$ cat src/rtl/weight_loader_if.sv
// Byte-stream handshake carrying filter weights into the weight loader.
// The master drives beats. The slave (weight_loader) accepts a beat when
// s_valid && s_ready.
interface weight_loader_if #(
  parameter int DATA_W = 8
);
  logic              s_valid;
  logic              s_ready;
  logic [DATA_W-1:0] s_data;
  logic              s_last;

  modport master (
    output s_valid,
    output s_data,
    output s_last,
    input  s_ready
  );

  modport slave (
    input  s_valid,
    input  s_data,
    input  s_last,
    output s_ready
  );
endinterface

$ cat src/rtl/weight_loader.sv
// Weight BRAM fill stage.
// Streams weight bytes into 16 single-byte banks in bank-major order.
// - conv1 region: banks 0-5, addresses 0-24.
// - conv2 region: banks 0-15, addresses 25-50.
// Each write is registered one cycle after its beat is accepted. load_done
// pulses in the same cycle as the final write. load_err flags an s_last
// that does not line up with the final beat.
module weight_loader #(
  parameter int DATA_W   = 8,
  parameter int ADDR_W   = 6,
  parameter int NUM_BANK = 16,
  parameter int C1_BANKS = 6,
  parameter int C1_DEPTH = 25,
  parameter int C1_BASE  = 0,
  parameter int C2_BANKS = 16,
  parameter int C2_DEPTH = 26,
  parameter int C2_BASE  = 25
) (
  input  logic                clk,
  input  logic                rst_n,
  input  logic                load_start,
  input  logic                nth_conv_i,
  weight_loader_if.slave      s,
  output logic [NUM_BANK-1:0] wr_en,
  output logic [ADDR_W-1:0]   wr_addr,
  output logic [DATA_W-1:0]   wr_data,
  output logic                busy,
  output logic                load_done,
  output logic                load_err
);

  localparam int MAX_DEPTH = (C1_DEPTH > C2_DEPTH) ? C1_DEPTH : C2_DEPTH;
  localparam int BANK_W    = $clog2(NUM_BANK);
  localparam int ENT_W     = $clog2(MAX_DEPTH);

  localparam logic [BANK_W-1:0] C1_LAST_BANK = BANK_W'(C1_BANKS - 1);
  localparam logic [BANK_W-1:0] C2_LAST_BANK = BANK_W'(C2_BANKS - 1);
  localparam logic [ENT_W-1:0]  C1_LAST_ENT  = ENT_W'(C1_DEPTH - 1);
  localparam logic [ENT_W-1:0]  C2_LAST_ENT  = ENT_W'(C2_DEPTH - 1);
  localparam logic [ADDR_W-1:0] C1_BASE_A    = ADDR_W'(C1_BASE);
  localparam logic [ADDR_W-1:0] C2_BASE_A    = ADDR_W'(C2_BASE);

  typedef enum logic [1:0] {
    S_IDLE,
    S_LOAD,
    S_DONE
  } state_t;

  state_t              state_q, state_d;
  logic                conv_sel_q, conv_sel_d;
  logic [BANK_W-1:0]   bank_cnt_q, bank_cnt_d;
  logic [ENT_W-1:0]    ent_cnt_q, ent_cnt_d;
  logic                load_err_q, load_err_d;
  logic [NUM_BANK-1:0] wr_en_q, wr_en_d;
  logic [ADDR_W-1:0]   wr_addr_q, wr_addr_d;
  logic [DATA_W-1:0]   wr_data_q, wr_data_d;

  // Region geometry for the load in progress.
  logic [BANK_W-1:0] last_bank;
  logic [ENT_W-1:0]  last_ent;
  logic [ADDR_W-1:0] base_addr;
  logic              beat_acc;
  logic              final_beat;

  assign last_bank  = conv_sel_q ? C2_LAST_BANK : C1_LAST_BANK;
  assign last_ent   = conv_sel_q ? C2_LAST_ENT  : C1_LAST_ENT;
  assign base_addr  = conv_sel_q ? C2_BASE_A    : C1_BASE_A;
  assign beat_acc   = (state_q == S_LOAD) && s.s_valid;
  assign final_beat = (bank_cnt_q == last_bank) && (ent_cnt_q == last_ent);

  // Status outputs depend only on the state, so they read 0 during reset.
  assign s.s_ready = (state_q == S_LOAD);
  assign busy      = (state_q == S_LOAD);
  assign load_done = (state_q == S_DONE);
  assign wr_en     = wr_en_q;
  assign wr_addr   = wr_addr_q;
  assign wr_data   = wr_data_q;
  assign load_err  = load_err_q;

  // Next-state, counter and write-port logic.
  // NOTE: every _d gets a default before the case statement, so no path
  // leaves a signal unassigned and no latch is inferred.
  always_comb begin
    state_d    = state_q;
    conv_sel_d = conv_sel_q;
    bank_cnt_d = bank_cnt_q;
    ent_cnt_d  = ent_cnt_q;
    load_err_d = load_err_q;
    wr_en_d    = '0;
    wr_addr_d  = wr_addr_q;
    wr_data_d  = wr_data_q;

    case (state_q)
      S_IDLE: begin
        if (load_start) begin
          conv_sel_d = nth_conv_i;
          bank_cnt_d = '0;
          ent_cnt_d  = '0;
          load_err_d = 1'b0;
          state_d    = S_LOAD;
        end
      end

      S_LOAD: begin
        if (beat_acc) begin
          wr_en_d   = NUM_BANK'(1) << bank_cnt_q;
          wr_addr_d = base_addr + ADDR_W'(ent_cnt_q);
          wr_data_d = s.s_data;
          if (final_beat || s.s_last) begin
            // Either the region is full or the stream ended early.
            // A disagreement between the two is an error, but the load
            // still finishes.
            if (final_beat != s.s_last) begin
              load_err_d = 1'b1;
            end
            bank_cnt_d = '0;
            ent_cnt_d  = '0;
            state_d    = S_DONE;
          end else if (ent_cnt_q == last_ent) begin
            ent_cnt_d  = '0;
            bank_cnt_d = bank_cnt_q + BANK_W'(1);
          end else begin
            ent_cnt_d  = ent_cnt_q + ENT_W'(1);
          end
        end
      end

      S_DONE: begin
        state_d = S_IDLE;
      end

      default: begin
        state_d = S_IDLE;
      end
    endcase
  end

  // FSM state register.
  // NOTE: sequential state uses non-blocking assignments, so every register
  // samples its pre-edge _d value regardless of statement order.
  always_ff @(posedge clk or negedge rst_n) begin
    if (!rst_n) begin
      state_q <= S_IDLE;
    end else begin
      state_q <= state_d;
    end
  end

  // Counters, error flag and registered write port.
  always_ff @(posedge clk or negedge rst_n) begin
    if (!rst_n) begin
      conv_sel_q <= 1'b0;
      bank_cnt_q <= '0;
      ent_cnt_q  <= '0;
      load_err_q <= 1'b0;
      wr_en_q    <= '0;
      wr_addr_q  <= '0;
      wr_data_q  <= '0;
    end else begin
      conv_sel_q <= conv_sel_d;
      bank_cnt_q <= bank_cnt_d;
      ent_cnt_q  <= ent_cnt_d;
      load_err_q <= load_err_d;
      wr_en_q    <= wr_en_d;
      wr_addr_q  <= wr_addr_d;
      wr_data_q  <= wr_data_d;
    end
  end

endmodule

$ cat src/flat_wrapper.sv
// flat-port wrapper written by rule: the top's interface ports become plain ports
module weight_loader_flat 
#(
  parameter int DATA_W   = 8,
  parameter int ADDR_W   = 6,
  parameter int NUM_BANK = 16,
  parameter int C1_BANKS = 6,
  parameter int C1_DEPTH = 25,
  parameter int C1_BASE  = 0,
  parameter int C2_BANKS = 16,
  parameter int C2_DEPTH = 26,
  parameter int C2_BASE  = 25
)
  (clk, rst_n, load_start, nth_conv_i, wr_en, wr_addr, wr_data, busy, load_done, load_err, s_s_valid, s_s_data, s_s_last, s_s_ready);
  weight_loader_if #(.DATA_W(DATA_W)) s_i ();
  input  logic clk;
  input  logic rst_n;
  input  logic load_start;
  input  logic nth_conv_i;
  output logic [NUM_BANK-1:0] wr_en;
  output logic [ADDR_W-1:0] wr_addr;
  output logic [DATA_W-1:0] wr_data;
  output logic busy;
  output logic load_done;
  output logic load_err;
  input wire logic [$bits(s_i.s_valid)-1:0] s_s_valid;
  input wire logic [$bits(s_i.s_data)-1:0] s_s_data;
  input wire logic [$bits(s_i.s_last)-1:0] s_s_last;
  output wire logic [$bits(s_i.s_ready)-1:0] s_s_ready;
  assign s_i.s_valid = s_s_valid;
  assign s_i.s_data = s_s_data;
  assign s_i.s_last = s_s_last;
  assign s_s_ready = s_i.s_ready;
  weight_loader #(.DATA_W(DATA_W), .ADDR_W(ADDR_W), .NUM_BANK(NUM_BANK), .C1_BANKS(C1_BANKS), .C1_DEPTH(C1_DEPTH), .C1_BASE(C1_BASE), .C2_BANKS(C2_BANKS), .C2_DEPTH(C2_DEPTH), .C2_BASE(C2_BASE)) u_core (.clk(clk), .rst_n(rst_n), .load_start(load_start), .nth_conv_i(nth_conv_i), .s(s_i), .wr_en(wr_en), .wr_addr(wr_addr), .wr_data(wr_data), .busy(busy), .load_done(load_done), .load_err(load_err));
endmodule
$ cat config.mk
export PLATFORM = sky130hd
export DESIGN_NAME = weight_loader_flat
export DESIGN_NICKNAME = d
export VERILOG_FILES = /design/src/rtl/weight_loader_if.sv /design/src/rtl/weight_loader.sv /design/src/flat_wrapper.sv
export SDC_FILE = /design/constraint.sdc
export NUM_CORES = 1
export LEC_CHECK = 0
export CAP_MARGIN = 30
export CORE_MARGIN = 5
export CORE_UTILIZATION = 45
export CTS_CLUSTER_SIZE = 24
export DETAILED_ROUTE_END_ITERATION = 10
export PLACE_DENSITY = 0.74
export SYNTH_ARGS = -nofsm -noshare
export SYNTH_HDL_FRONTEND = slang
export SYNTH_SLANG_ARGS = --single-unit
export TNS_END_PERCENT = 10
$ cat constraint.sdc
create_clock -name clk -period 3.2 [get_ports clk]
set_clock_uncertainty 0.05 [all_clocks]
set_input_delay 0.64 -clock clk [delete_from_list [all_inputs] [get_ports clk]]
set_output_delay 0.64 -clock clk [all_outputs]
set_load 0.005 [all_outputs]
* Word level (Yosys, flattened, before mapping) *
Index checks and enable logic that the tools add are counted.

operators by class
  add/subtract/negate cells = 3
  $mul = 0
  divide/modulo/power cells = 0
  order comparisons = 0
  equal/unequal tests = 10
  shift operators = 1
  muxes and demuxes = 24
  bitwise logic cells = 0
  reduce and logical (&&, ||, !) cells = 11

operators by type and width
  operator                                           count
  two-way mux 16 bit                                 2
  two-way mux 5 bit                                  5
  two-way mux 4 bit                                  5
  left shift 1 x 4 -> 16 bit (first input constant)  1
  one-hot mux 5 bit (2 select lines)                 1
  one-hot mux 4 bit (2 select lines)                 1
  adder 6 x 5 -> 6 bit                               1
  two-way mux 2 bit                                  3
  != test 2 x 1 -> 1 bit (second input constant)     3
  AND reduction 3 bit                                2
  adder 5 x 1 -> 5 bit (second input constant)       1
  == test 5 bit                                      1
  two-way mux 1 bit                                  5
  AND reduction 5 bit                                1
  adder 4 x 1 -> 4 bit (second input constant)       1
  == test 4 bit                                      1
  one-hot mux 2 bit (2 select lines)                 1
  AND reduction 2 bit                                2
  AND reduction 4 bit                                1
  != test 3 x 1 -> 1 bit (second input constant)     1
  == test 2 x 1 -> 1 bit (second input constant)     1
  == test 2 bit (second input constant)              1
  logical AND 1 bit                                  2
  logical NOT 2 bit                                  1
  other kinds (5)                                    5

storage, ports and cells
  register bits = 43
  bits in latches = 0
  memory bits (writable) = 0
  memory bits (read-only) = 0
  bits of input ports = 14
  output and inout bits = 34
  logic and storage cells = 57
  memories kept = 0

* Logic depth before layout (Yosys ltp) *
Gate-level depths: netlist (run 1).

  depth after elaboration = 8
  gate-level depth with buffers = 9
  gate-level depth less buffers = 9

* Worst setup path after synthesis (run 1) *
No wires, ideal clock.

  kind = register -> register
  from = register u_core.ent_cnt_q[0]
  to = register u_core.bank_cnt_q[1]
  setup time = 0.122 ns
  arrival = 2.056 ns
  path slack = 0.972 ns
  stages on the path, launching flop included = 10
  path buffers = 0
  period minus slack after synthesis = 2.228 ns
  path through = dfrtp_1 ha_1 and4bb_2 and2_1 o211ai_1 ha_1 nand3b_1 a21oi_2 or2_1 o2bb2ai_1

between the ends
  longest elaborated chain between the ends = 6

RTL lines
  what                                RTL line                                   source
  start, declared                     weight_loader.sv:52                        logic [ENT_W-1:0] ent_cnt_q, ent_cnt_d;
  start signal, assigned              weight_loader.sv:162                       ent_cnt_q <= ent_cnt_d;
  == test 5 bit (*)                   weight_loader.sv:69, weight_loader.sv:119
  logical AND 1 bit                   weight_loader.sv:69                        assign final_beat = (bank_cnt_q == last_bank) && (ent_cnt_q == last_ent);
  logical OR 1 bit                    weight_loader.sv:109                       if (final_beat || s.s_last) begin
  two-way mux 4 bit                   weight_loader.sv:109
  two-way mux 4 bit                   weight_loader.sv:105                       if (beat_acc) begin
  one-hot mux 4 bit (2 select lines)  weight_loader.sv:93                        case (state_q)
  end signal, assigned                weight_loader.sv:161                       bank_cnt_q <= bank_cnt_d;
  end, declared                       weight_loader.sv:51                        logic [BANK_W-1:0] bank_cnt_q, bank_cnt_d;

Mark *: on every way between the ends. The rest lies on a longest branch, timed or not. The select of a mux whose other input is x is not followed.
A chain may end at the register's enable or synchronous reset.

* Worst setup path after layout (run 1) *
Same ends and word-level chain as after synthesis.

==> reports/summary.md, run 1 <==
• finished clean — result of the run
• no — unrepaired setup endpoints after global routing
• 35 — number of distinct library cells after synthesis
• 0 — count of nets left with antenna violations after detail routing
• 6.637 mm — global-route wire length before repair
• 2.60 ns — critical path arrival
• 3.957 mm — Detailed Route WL
• 0.29 ns — clk_lat worst skew
• 0 — count of max-cap constraint violations
• 55.99% — fraction of the yosys area taken by sequential cells
• flop — critical path capture point type
• 1922 um2 — cell area after synthesis
• sky130_fd_sc_hd__clkbuf_8 — Root Driver
• yes — clock tree from TritonCTS
• 6 — maximum fanout along the worst path
• 2.465 ns — shortest clock period the worst path allows after layout
• 77.03% — portion of the clock cycle consumed by the worst path in the final layout
• 55.99% — area share of the largest cell type after synthesis
• 4 — number of search-and-repair iterations in the first detailed-routing pass
• 191 — number of instances in the synthesized netlist
• flop to flop — worst setup path category
• 1.189 nW — cell leakage power
• 5678 um2 — Die ar.
• 47.36% — initial core utilization
• 5 — number of buffers created by CTS
• flop — sort of element at the start of the critical path
• ha_1 > and4bb_2 > and2_1 > o211ai_1 > ha_1 > nand3b_1 > a21oi_2 > or2_1 > o2bb2ai_1 — cell chain of the critical path
• 43 — flop and latch count out of synthesis
• 0.08 ns — clock edge transition at the registers on the reported setup and hold paths
• 0 — antenna violations before repair
• 5.007 — detail-routed via count per cell
• 0 — Hold-fix buffers, CTS
• 2 — CTS H-Tree Depth
• 0 — number of endpoints with negative hold slack in the final report
• sky130_fd_sc_hd__nand2_1 — leading cell type in the layout, fill and taps excluded
• 7.083% — layout cell share with drive strength beyond 1
• 4058 um2 — core region area
• 2.798 mm — half-perimeter wire length after placement
• 43 — sinks on the clock net
• 23 — standard-cell row count
• 31.71% — area growth from synthesis to final layout
• 676.5 nW/um2 — Pwr per Cell Area
• 9 — cells on worst reg2reg path
• 2414 um2 — placed instance area
• 1452 — overall via count from detail_route
• 0 — Antenna Diode Count
• 345 — Layout fillers
• 0 — DRC violations left
• 0.0003948 V — maximum resistive drop on vdd
• 75.35 um — die outline width
• 0.74 ns — flop-to-flop setup slack
• u_core.wr_data[6] — worst min-delay path endpoint
• sky130_fd_sc_hd__ha_1 — cell occurring most often along the worst timing path
• 265 — net total in the final layout
• 48 — count of boundary I/O pins
• 0 — synthesis warning total
• 75.35 um — Die H
• 405.7 MHz — Highest Clock Rate
• u_core.ent_cnt_q[0] — worst flop-to-flop path startpoint
• 0.8114 — routability cong.
• 13.64 um — Avg WL per Cell
• 10.06 um2 — mean instance size in the synthesized netlist
• 0 — setup-violating endpoint count in the final report
• sky130_fd_sc_hd__nand2_1 (49), sky130_fd_sc_hd__clkdlybuf4s50_1 (46), sky130_fd_sc_hd__dfrtp_1 (43), sky130_fd_sc_hd__nor2_1 (15), sky130_fd_sc_hd__o21ai_0 (13) — commonest cells after routing, fill and taps aside
• 62.38% — Layout Utilization
• 15.52% — gr usage total
• 3.33 ns — Worst Path Required
• 38.51% — Slew HR
• 0.001712 W — total power consumption of the routed design
• 217 — Net Count, Synth
• 0 — number of setup buffers added after CTS
• u_core.wr_data[6] — HP Start
• 0.43 ns — biggest cell delay along the critical path
• 2 — Max Buffers Root-to-Sink
• 2 — number of cells on the worst hold path
• 44 — pin count of the biggest net entering global routing
• flop to flop — class of the tightest hold or removal check
• 81 — violation count after the first detailed-routing iteration
• 47 — # port buffers
• 1437 — number of global-route vias before repair
• sky130_fd_sc_hd__dfrtp_1 — library cell contributing the largest single delay on the critical path
• 2531 um2 — post-layout instance area
• sky130_fd_sc_hd__dfrtp_1 (56%), sky130_fd_sc_hd__nand2_1 (9.6%), sky130_fd_sc_hd__ha_1 (7.8%) — biggest area contributors in the synthesized netlist
• 0.9223 ns — transition time of the tightest slew-check pin
• 0 ns — setup_tns
• 0.4243 ns — final-layout worst hold slack
• 0 — cells resized by post-CTS repair
• u_core.bank_cnt_q[1] — endpoint of the worst register-to-register path
• 0 — count of final max-slew check failures
• 0 — global route overflow
• sky130_fd_sc_hd__dfrtp_1 — leading area contributor after synthesis
==> Yosys cell counts, drive strengths merged <==
cell type	count
a22o	1
mux2i	1
ha	12
and2	3
xor2	2
o21ai	13
and2b	2
o211ai	1
nand3	5
a41o	1
nor2	15
clkbuf	2
dfrtp	43
and4bb	1
xnor2	1
or3	2
buf	5
and3b	1
mux2	1
and3	3
a21oi	5
nand2	49
nand3b	1
inv	9
a31oi	1
o41ai	1
nor3	4
a41oi	1
o2bb2ai	2
nand2b	1
or2	2
==> state kept, by name, indices dropped and copies added (netlist names) <==
signal / cells
u_core.load_err: 1
u_core.wr_data: 8
u_core.state_q: 2
u_core.wr_addr: 6
u_core.ent_cnt_q: 5
u_core.conv_sel_q: 1
u_core.wr_en: 16
u_core.bank_cnt_q: 4
==> cell families (layout without fill, tap and decap cells) <==
group	after synthesis	count (layout)	synth area share, %
AOI/OAI and AO/OA	26	26	8.790
and+or+nand+nor	89	89	20.90
buffers and inverters	16	65	4.036
muxes	2	2	1.107
xor gates and xnor gates	3	3	1.367
adders and majority gates	12	12	7.812
DFF	43	43	55.99
==> how the worst max path moves through the flow <==
stage,slack (ns),to,cells after the start,from
6_report,0.74,u_core.bank_cnt_q[1],9,u_core.ent_cnt_q[0]
5_1_grt,0.59,u_core.bank_cnt_q[1],9,u_core.conv_sel_q
4_1_cts,0.74,u_core.bank_cnt_q[1],9,u_core.conv_sel_q
3_5_place_dp,0.78,u_core.bank_cnt_q[2],9,u_core.conv_sel_q
3_3_place_gp,0.88,u_core.bank_cnt_q[2],9,u_core.conv_sel_q
2_1_floorplan,0.97,u_core.bank_cnt_q[1],9,u_core.ent_cnt_q[0]
==> metrics by stage <==
step,setup slack (ns),cells
after floorplan,0.9721,191
after global placement,0.8782,282
after detailed placement,0.7786,282
after CTS,0.7403,290
after global routing,0.5928,290
final,0.7350,290
==> report_power, final <==
group          switching, W  internal, W
registers         0.0000779     0.000653
logic              0.000246     0.000299
clock network      0.000184     0.000253
total              0.000508      0.00120
==> routing by layer <==
layer	GRT usage, %	share of wire, %	vias to the layer above
met3	4.749	7.0	5
met1	19.81	47	672
li1	-	-	726
met4	5.049	1.2	0
met2	25.31	45	49
met5	0	0	-
==> critical path: cells and delay by family (launching register included) <==
kind	cells	cell delay [ns]
adder cells (fa/ha/maj)	2	0.56
flip-flops	1	0.43
AND/OR/NAND/NOR	4	0.99
AO/OA/AOI/OAI	3	0.33
==> layout make-up <==
type,instances,area (um2),area share [%]
clock inverter,2,35.03,1.384
clock buffer,6,82.58,3.262
multi-input combinational,132,768.2,30.35
inverter,9,33.78,1.335
sequential,43,1076,42.51
tap,50,62.56,2.472
timing repair buffer,48,473.0,18.69
Power figures use the tool's default switching activity.
==> inputs of run 2 (changes only) <==
Clock period 3.2 ns to 2.3 ns, I/O delays scaled along.
==> run 2 against run 1 <==
  * Clock power up 29%
  * Non-clock buffer count up 9
  * Combinational power up 53%
  * Global-route usage up 1.1 points
  * Critical path type unchanged
  * Worst setup slack worse by 0.64 ns
  * Via count up 2.3%
  * Worst hold slack worse by 0.35 ns
  * Maximum frequency up 12%
  * First-iteration DRC count down 7.4%
  * Core utilization up 1.7 points
  * Critical endpoint is now u_core.ent_cnt_q[4]
  * Sequential share of layout area down 1.1 points
==> reports/summary.md, run 2 (synthesis gave the netlist of run 1 again) <==
• finished clean — result of the run
• 35.35% — area growth from synthesis to final layout
• 2.36 ns — critical path arrival
• 0.29 ns — clk_lat worst skew
• 43 — sinks on the clock net
• 0.09743 ns — Worst Setup Slack, final
• 0.08 ns — clock edge transition at the registers on the reported setup and hold paths
• 0 — count of final max-slew check failures
• 0.7965 — routability cong.
• input port to async pin — class of the tightest hold or removal check
• 44 — pin count of the biggest net entering global routing
• 0 — number of endpoints with negative hold slack in the final report
• 2.46 ns — Worst Path Required
• yes — clock tree from TritonCTS
• 0.5250 ns — transition time of the tightest slew-check pin
• 0 — DRC violations left
• 48 — count of boundary I/O pins
• 0 — Hold-fix buffers, CTS
• 2 — Max Buffers Root-to-Sink
• 5678 um2 — Die ar.
• 16 — number of flip-flops in the largest register
• sky130_fd_sc_hd__clkbuf_8 — Root Driver
• 0 — count of nets left with antenna violations after detail routing
• 1.228 nW — cell leakage power
• flop to flop — worst setup path category
• 0 — global route overflow
• yes — unrepaired setup endpoints after global routing
• 0 — count of max-cap constraint violations
• 4.156 mm — Detailed Route WL
• 0 ns — setup_tns
• 47 — # port buffers
• 2.203 ns — shortest clock period the worst path allows after layout
• 0.1 ns — flop-to-flop setup slack
• 10.48% — layout cell share with drive strength beyond 1
• 4 — number of search-and-repair iterations in the first detailed-routing pass
• 274 — net total in the final layout
• 75.35 um — die outline width
• 75.35 um — Die H
• 4 — maximum fanout along the worst path
• 23 — standard-cell row count
• 1517 — number of global-route vias before repair
• 9 — cells on worst reg2reg path
• 1486 — overall via count from detail_route
• 0.0005038 V — maximum resistive drop on vdd
• 4.987 — detail-routed via count per cell
• 5 — number of buffers created by CTS
• sky130_fd_sc_hd__nand2_1 — leading cell type in the layout, fill and taps excluded
• 0 — Antenna Diode Count
• flop — sort of element at the start of the critical path
• 47.36% — initial core utilization
• u_core.ent_cnt_q[4] — endpoint of the worst register-to-register path
• 13.95 um — Avg WL per Cell
• 95.76% — portion of the clock cycle consumed by the worst path in the final layout
• 0 — setup-violating endpoint count in the final report
• 4058 um2 — core region area
• sky130_fd_sc_hd__nand2_1 (49), sky130_fd_sc_hd__clkdlybuf4s50_1 (46), sky130_fd_sc_hd__dfrtp_1 (43), sky130_fd_sc_hd__nor2_1 (15), sky130_fd_sc_hd__o21ai_0 (13) — commonest cells after routing, fill and taps aside
• 65.00% — Slew HR
• 0 — antenna violations before repair
• 2 — CTS H-Tree Depth
• u_core.ent_cnt_q[0] — worst flop-to-flop path startpoint
• 920.7 nW/um2 — Pwr per Cell Area
• flop — critical path capture point type
• 75 — violation count after the first detailed-routing iteration
• 16.66% — gr usage total
• 3.047 mm — half-perimeter wire length after placement
• 0.03694 ns — setup slack after placement
• 6.989 mm — global-route wire length before repair
• 454.0 MHz — Highest Clock Rate
-- run 2: metal layers --
| metal | track usage (%) | wire length [um] | up-vias | part of all wire, % |
|---|---|---|---|---|
| met5 | 0 | 0 | - | 0 |
| met4 | 6.990 | 77 | 0 | 1.9 |
| met3 | 4.617 | 295 | 6 | 7.1 |
| met2 | 26.65 | 1950 | 41 | 47 |
| met1 | 21.35 | 1832 | 699 | 44 |
| li1 | - | - | 740 | - |
-- run 2: metrics by stage --
step | power, W | hold slack (ns) | util, % | area (um2) | cells
after detailed placement | 0.001861 | 0.4033 | 61.46 | 2494 | 291
after floorplan | 0.001403 | 0.1144 | - | 1922 | 191
final | 0.002395 | 0.07828 | 64.11 | 2601 | 298
after global placement | 0.001830 | 0.3984 | 61.46 | 2494 | 291
after CTS | 0.002427 | 0.08224 | 63.98 | 2596 | 298
after global routing | 0.002569 | 0.08821 | 64.11 | 2601 | 298
-- run 2: area by class of cell --
cell class                      count  area [um2]
Fill cell                         355        1456
Sequential cell                    43        1076
Multi-Input combinational cell    132       773.2
Timing Repair Buffer               57       553.0
Clock buffer                        6       72.57
Tap cell                           50       62.56
Inverter                            9       33.78
Clock inverter                      1       30.03
-- run 2: how the worst max path moves through the flow --
| stage | start | to | slack, ns | cells after the start |
|---|---|---|---|---|
| 2_1_floorplan | u_core.ent_cnt_q[0] | u_core.bank_cnt_q[1] | 0.07 | 9 |
| 3_3_place_gp | u_core.ent_cnt_q[0] | u_core.bank_cnt_q[2] | 0.12 | 9 |
| 3_5_place_dp | u_core.ent_cnt_q[0] | u_core.bank_cnt_q[1] | 0.04 | 9 |
| 4_1_cts | u_core.ent_cnt_q[0] | u_core.bank_cnt_q[1] | 0.02 | 9 |
| 5_1_grt | u_core.ent_cnt_q[0] | u_core.ent_cnt_q[0] | -0.0004 | 9 |
| 6_report | u_core.ent_cnt_q[0] | u_core.ent_cnt_q[4] | 0.1 | 9 |
-- run 2: report_power, final --
part           total [W]  internal (W)  switching (W)  leakage [nW]
registers        0.00100      0.000909      0.0000919         0.573
logic           0.000832      0.000458       0.000375         0.604
clock network   0.000562      0.000318       0.000244        0.0513
-- run 2: repair_timing --
item	in CTS	in global routing
buffers inserted	0	0
gates resized for setup	0	2
endpoints found under the setup margin	0	9
-- run 2: critical path, cell delays in order, from the launching register on --
cell and delay, ns:
sky130_fd_sc_hd__dfrtp_1 0.39, sky130_fd_sc_hd__ha_1 0.29, sky130_fd_sc_hd__and4bb_2 0.23, sky130_fd_sc_hd__and2_4 0.16
sky130_fd_sc_hd__o211ai_1 0.08, sky130_fd_sc_hd__ha_2 0.23, sky130_fd_sc_hd__and3b_2 0.20, sky130_fd_sc_hd__nand2_1 0.07
sky130_fd_sc_hd__or3_1 0.34, sky130_fd_sc_hd__o21ai_0 0.08
==> inputs of run 3 (changes only) <==
Settings changed: CELL_PAD_IN_SITES_DETAIL_PLACEMENT set to 1, CELL_PAD_IN_SITES_GLOBAL_PLACEMENT set to 2, CORE_UTILIZATION 45 to 30, PLACE_DENSITY 0.74 to unset, PLACE_DENSITY_LB_ADDON set to 0.1.
==> run 3 against run 2 <==
  * Wire length up 12%
  * Via count increased by 2.1%
  * Critical path type unchanged
  * Critical path depth unchanged
  * Register-to-register slack lost 0.08 ns
  * Final area increased by 3.4%
  * Non-clock buffer count rose by 5
  * Sequential cell count unchanged
  * Power is 3.1% higher
  * Combinational power is 8.4% higher
  * First-iteration DRC count fell by 52%
  * Critical endpoint is now u_core.bank_cnt_q[2]
  * Global-route usage shrank 4.8 points
  * Sequential power hardly changed
==> reports/summary.md, run 3 (synthesis gave the netlist of run 1 again) <==
• 0 — number of endpoints with negative hold slack in the final report
• 2 — CTS H-Tree Depth
• 2 — Max Buffers Root-to-Sink
• 0 — global route overflow
• 4.655 mm — Detailed Route WL
• 712 — Layout fillers
• 0.42 ns — biggest cell delay along the critical path
• 0.5806 ns — transition time of the tightest slew-check pin
• met2 — busiest layer in global routing
• 36 — violation count after the first detailed-routing iteration
• 16 — number of flip-flops in the largest register
• 61.29% — Slew HR
• flop to flop — worst setup path category
• 0.001733 W — internal power of the cells
• 99.20% — portion of the clock cycle consumed by the worst path in the final layout
• flop — critical path capture point type
• 2.45 ns — critical path arrival
• 39.91% — area growth from synthesis to final layout
• 0 — buffering stage count on the worst path with inverters included
• 0.0007355 W — net switching power figure
• 29.79% — switching power as a share of total power
• 14.23% — met1 Track Usage GR
• 3.450 mm — half-perimeter wire length after placement
• 918.2 nW/um2 — Pwr per Cell Area
• 279 — net total in the final layout
• 90.04 um — die outline width
• 4 — number of search-and-repair iterations in the first detailed-routing pass
• 1.252 nW — cell leakage power
• 0.0003520 V — maximum resistive drop on vdd
• 29 — standard-cell row count
• 36.5% — part of the power in combinational logic
• yes — unrepaired setup endpoints after global routing
• 22.4% — clock group share of total power
• 14.11 um — Avg WL per Cell
• ha_4 > and4bb_2 > and2_4 > o211ai_1 > ha_2 > nand3b_1 > a21oi_4 > or2_4 > o2bb2ai_1 — cell chain of the critical path
• 2.282 ns — shortest clock period the worst path allows after layout
• 1687 — number of global-route vias before repair
• 438.3 MHz — Highest Clock Rate
• finished clean — result of the run
• 0 — count of nets left with antenna violations after detail routing
• 1517 — overall via count from detail_route
• sky130_fd_sc_hd__nand2_1 — leading cell type in the layout, fill and taps excluded
• 6 — maximum fanout along the worst path
• 4.597 — detail-routed via count per cell
• 2.47 ns — Worst Path Required
• simple AND/OR/NAND/NOR gates — top cell family by delay on the critical path
• 0 — count of final max-slew check failures
• 0 — count of max-cap constraint violations
• sky130_fd_sc_hd__clkbuf_8 — Root Driver
• 0 — setup-violating endpoint count in the final report
• yes — clock tree from TritonCTS
• 0.002469 W — total power consumption of the routed design
• input port to async pin — class of the tightest hold or removal check
• 0 — antenna violations before repair
• 0.02 ns — flop-to-flop setup slack
• 0 — Antenna Diode Count
• 90.04 um — Die H
• sky130_fd_sc_hd__nand2_1 (49), sky130_fd_sc_hd__clkdlybuf4s50_1 (46), sky130_fd_sc_hd__dfrtp_1 (43), sky130_fd_sc_hd__nor2_1 (15), sky130_fd_sc_hd__buf_4 (15) — commonest cells after routing, fill and taps aside
• 47 — # port buffers
• 8107 um2 — Die ar.
• 41.1% — sequential power share
• 13.44% — layout cell share with drive strength beyond 1
• 0.29 ns — clk_lat worst skew
• 44 — pin count of the biggest net entering global routing
• 30.62% — initial core utilization
• flop — sort of element at the start of the critical path
• 48 — count of boundary I/O pins
• 6277 um2 — core region area
• sky130_fd_sc_hd__dfrtp_1 — library cell contributing the largest single delay on the critical path
• 0.7689 — routability cong.
• 5 — number of buffers created by CTS
• 3.589% — met3 track utilization from global routing
• 7.983 mm — global-route wire length before repair
• 0 — DRC violations left
• 0.1773 ns — final-layout worst hold slack
• 0.08 ns — clock edge transition at the registers on the reported setup and hold paths
• 43 — sinks on the clock net
• 20.73% — met2 layer usage reported by global route
• 11.90% — gr usage total
## run 3: cell count changes in the layout (fill, tap and decap cells not counted), sizes merged
cell / delta
buf: +5
## run 3: power groups by stage
stage               Combinational [W]  Clock, W  Sequential, W
finish                       0.000902  0.000553        0.00101
global route                  0.00100  0.000612        0.00103
CTS                          0.000902  0.000576        0.00101
detailed placement           0.000870         0        0.00102
global placement             0.000844         0        0.00101
floorplan                    0.000373         0        0.00103
## run 3: stage by stage
stage	std cells	worst slack, ns	util, %	area (um2)	TNS, ns
floorplan	191	0.07206	-	1922	0
global placement	320	0.05024	40.30	2530	0
detailed placement	320	-0.1202	40.30	2530	-0.5281
CTS	328	0.02037	42.46	2665	0
global route	330	-0.06812	42.83	2689	-0.4287
finish	330	0.01849	42.83	2689	0
## run 3: cell type report
| cell class | count | area (um2) | area share (%) |
|---|---|---|---|
| Tap cell | 77 | 96.34 | 3.583 |
| Clock buffer | 6 | 72.57 | 2.699 |
| Clock inverter | 1 | 30.03 | 1.117 |
| Multi-Input combinational cell | 132 | 802.0 | 29.83 |
| Inverter | 9 | 33.78 | 1.256 |
| Sequential cell | 43 | 1076 | 40.02 |
| Timing Repair Buffer | 62 | 578.1 | 21.50 |
## run 3: path summary, 6_finish.rpt
kind	start	endpoint	depth (start not counted)
worst min-delay path	rst_n	u_core.wr_data[5]	2
min in group clk	u_core.wr_data[3]	u_core.wr_data[3]	2
max in group asynchronous	rst_n	u_core.wr_en[6]	2
worst max register to register	u_core.ent_cnt_q[0]	u_core.bank_cnt_q[2]	9
worst min register to register	u_core.wr_data[3]	u_core.wr_data[3]	2
worst max-delay path	u_core.ent_cnt_q[0]	u_core.bank_cnt_q[2]	9
## run 3: per-layer routing
metal | vias to the layer above | routed length, um
met4 | 0 | 50
met3 | 5 | 223
met5 | - | 0
met1 | 734 | 1979
met2 | 29 | 2401
li1 | 749 | -
## run 3: repair_timing
action	4_1_cts	5_1_grt
buffers inserted	1	2
hold buffers	0	0
pin swaps	4	3
setup endpoints to repair	9	9
gates resized for setup	5	6
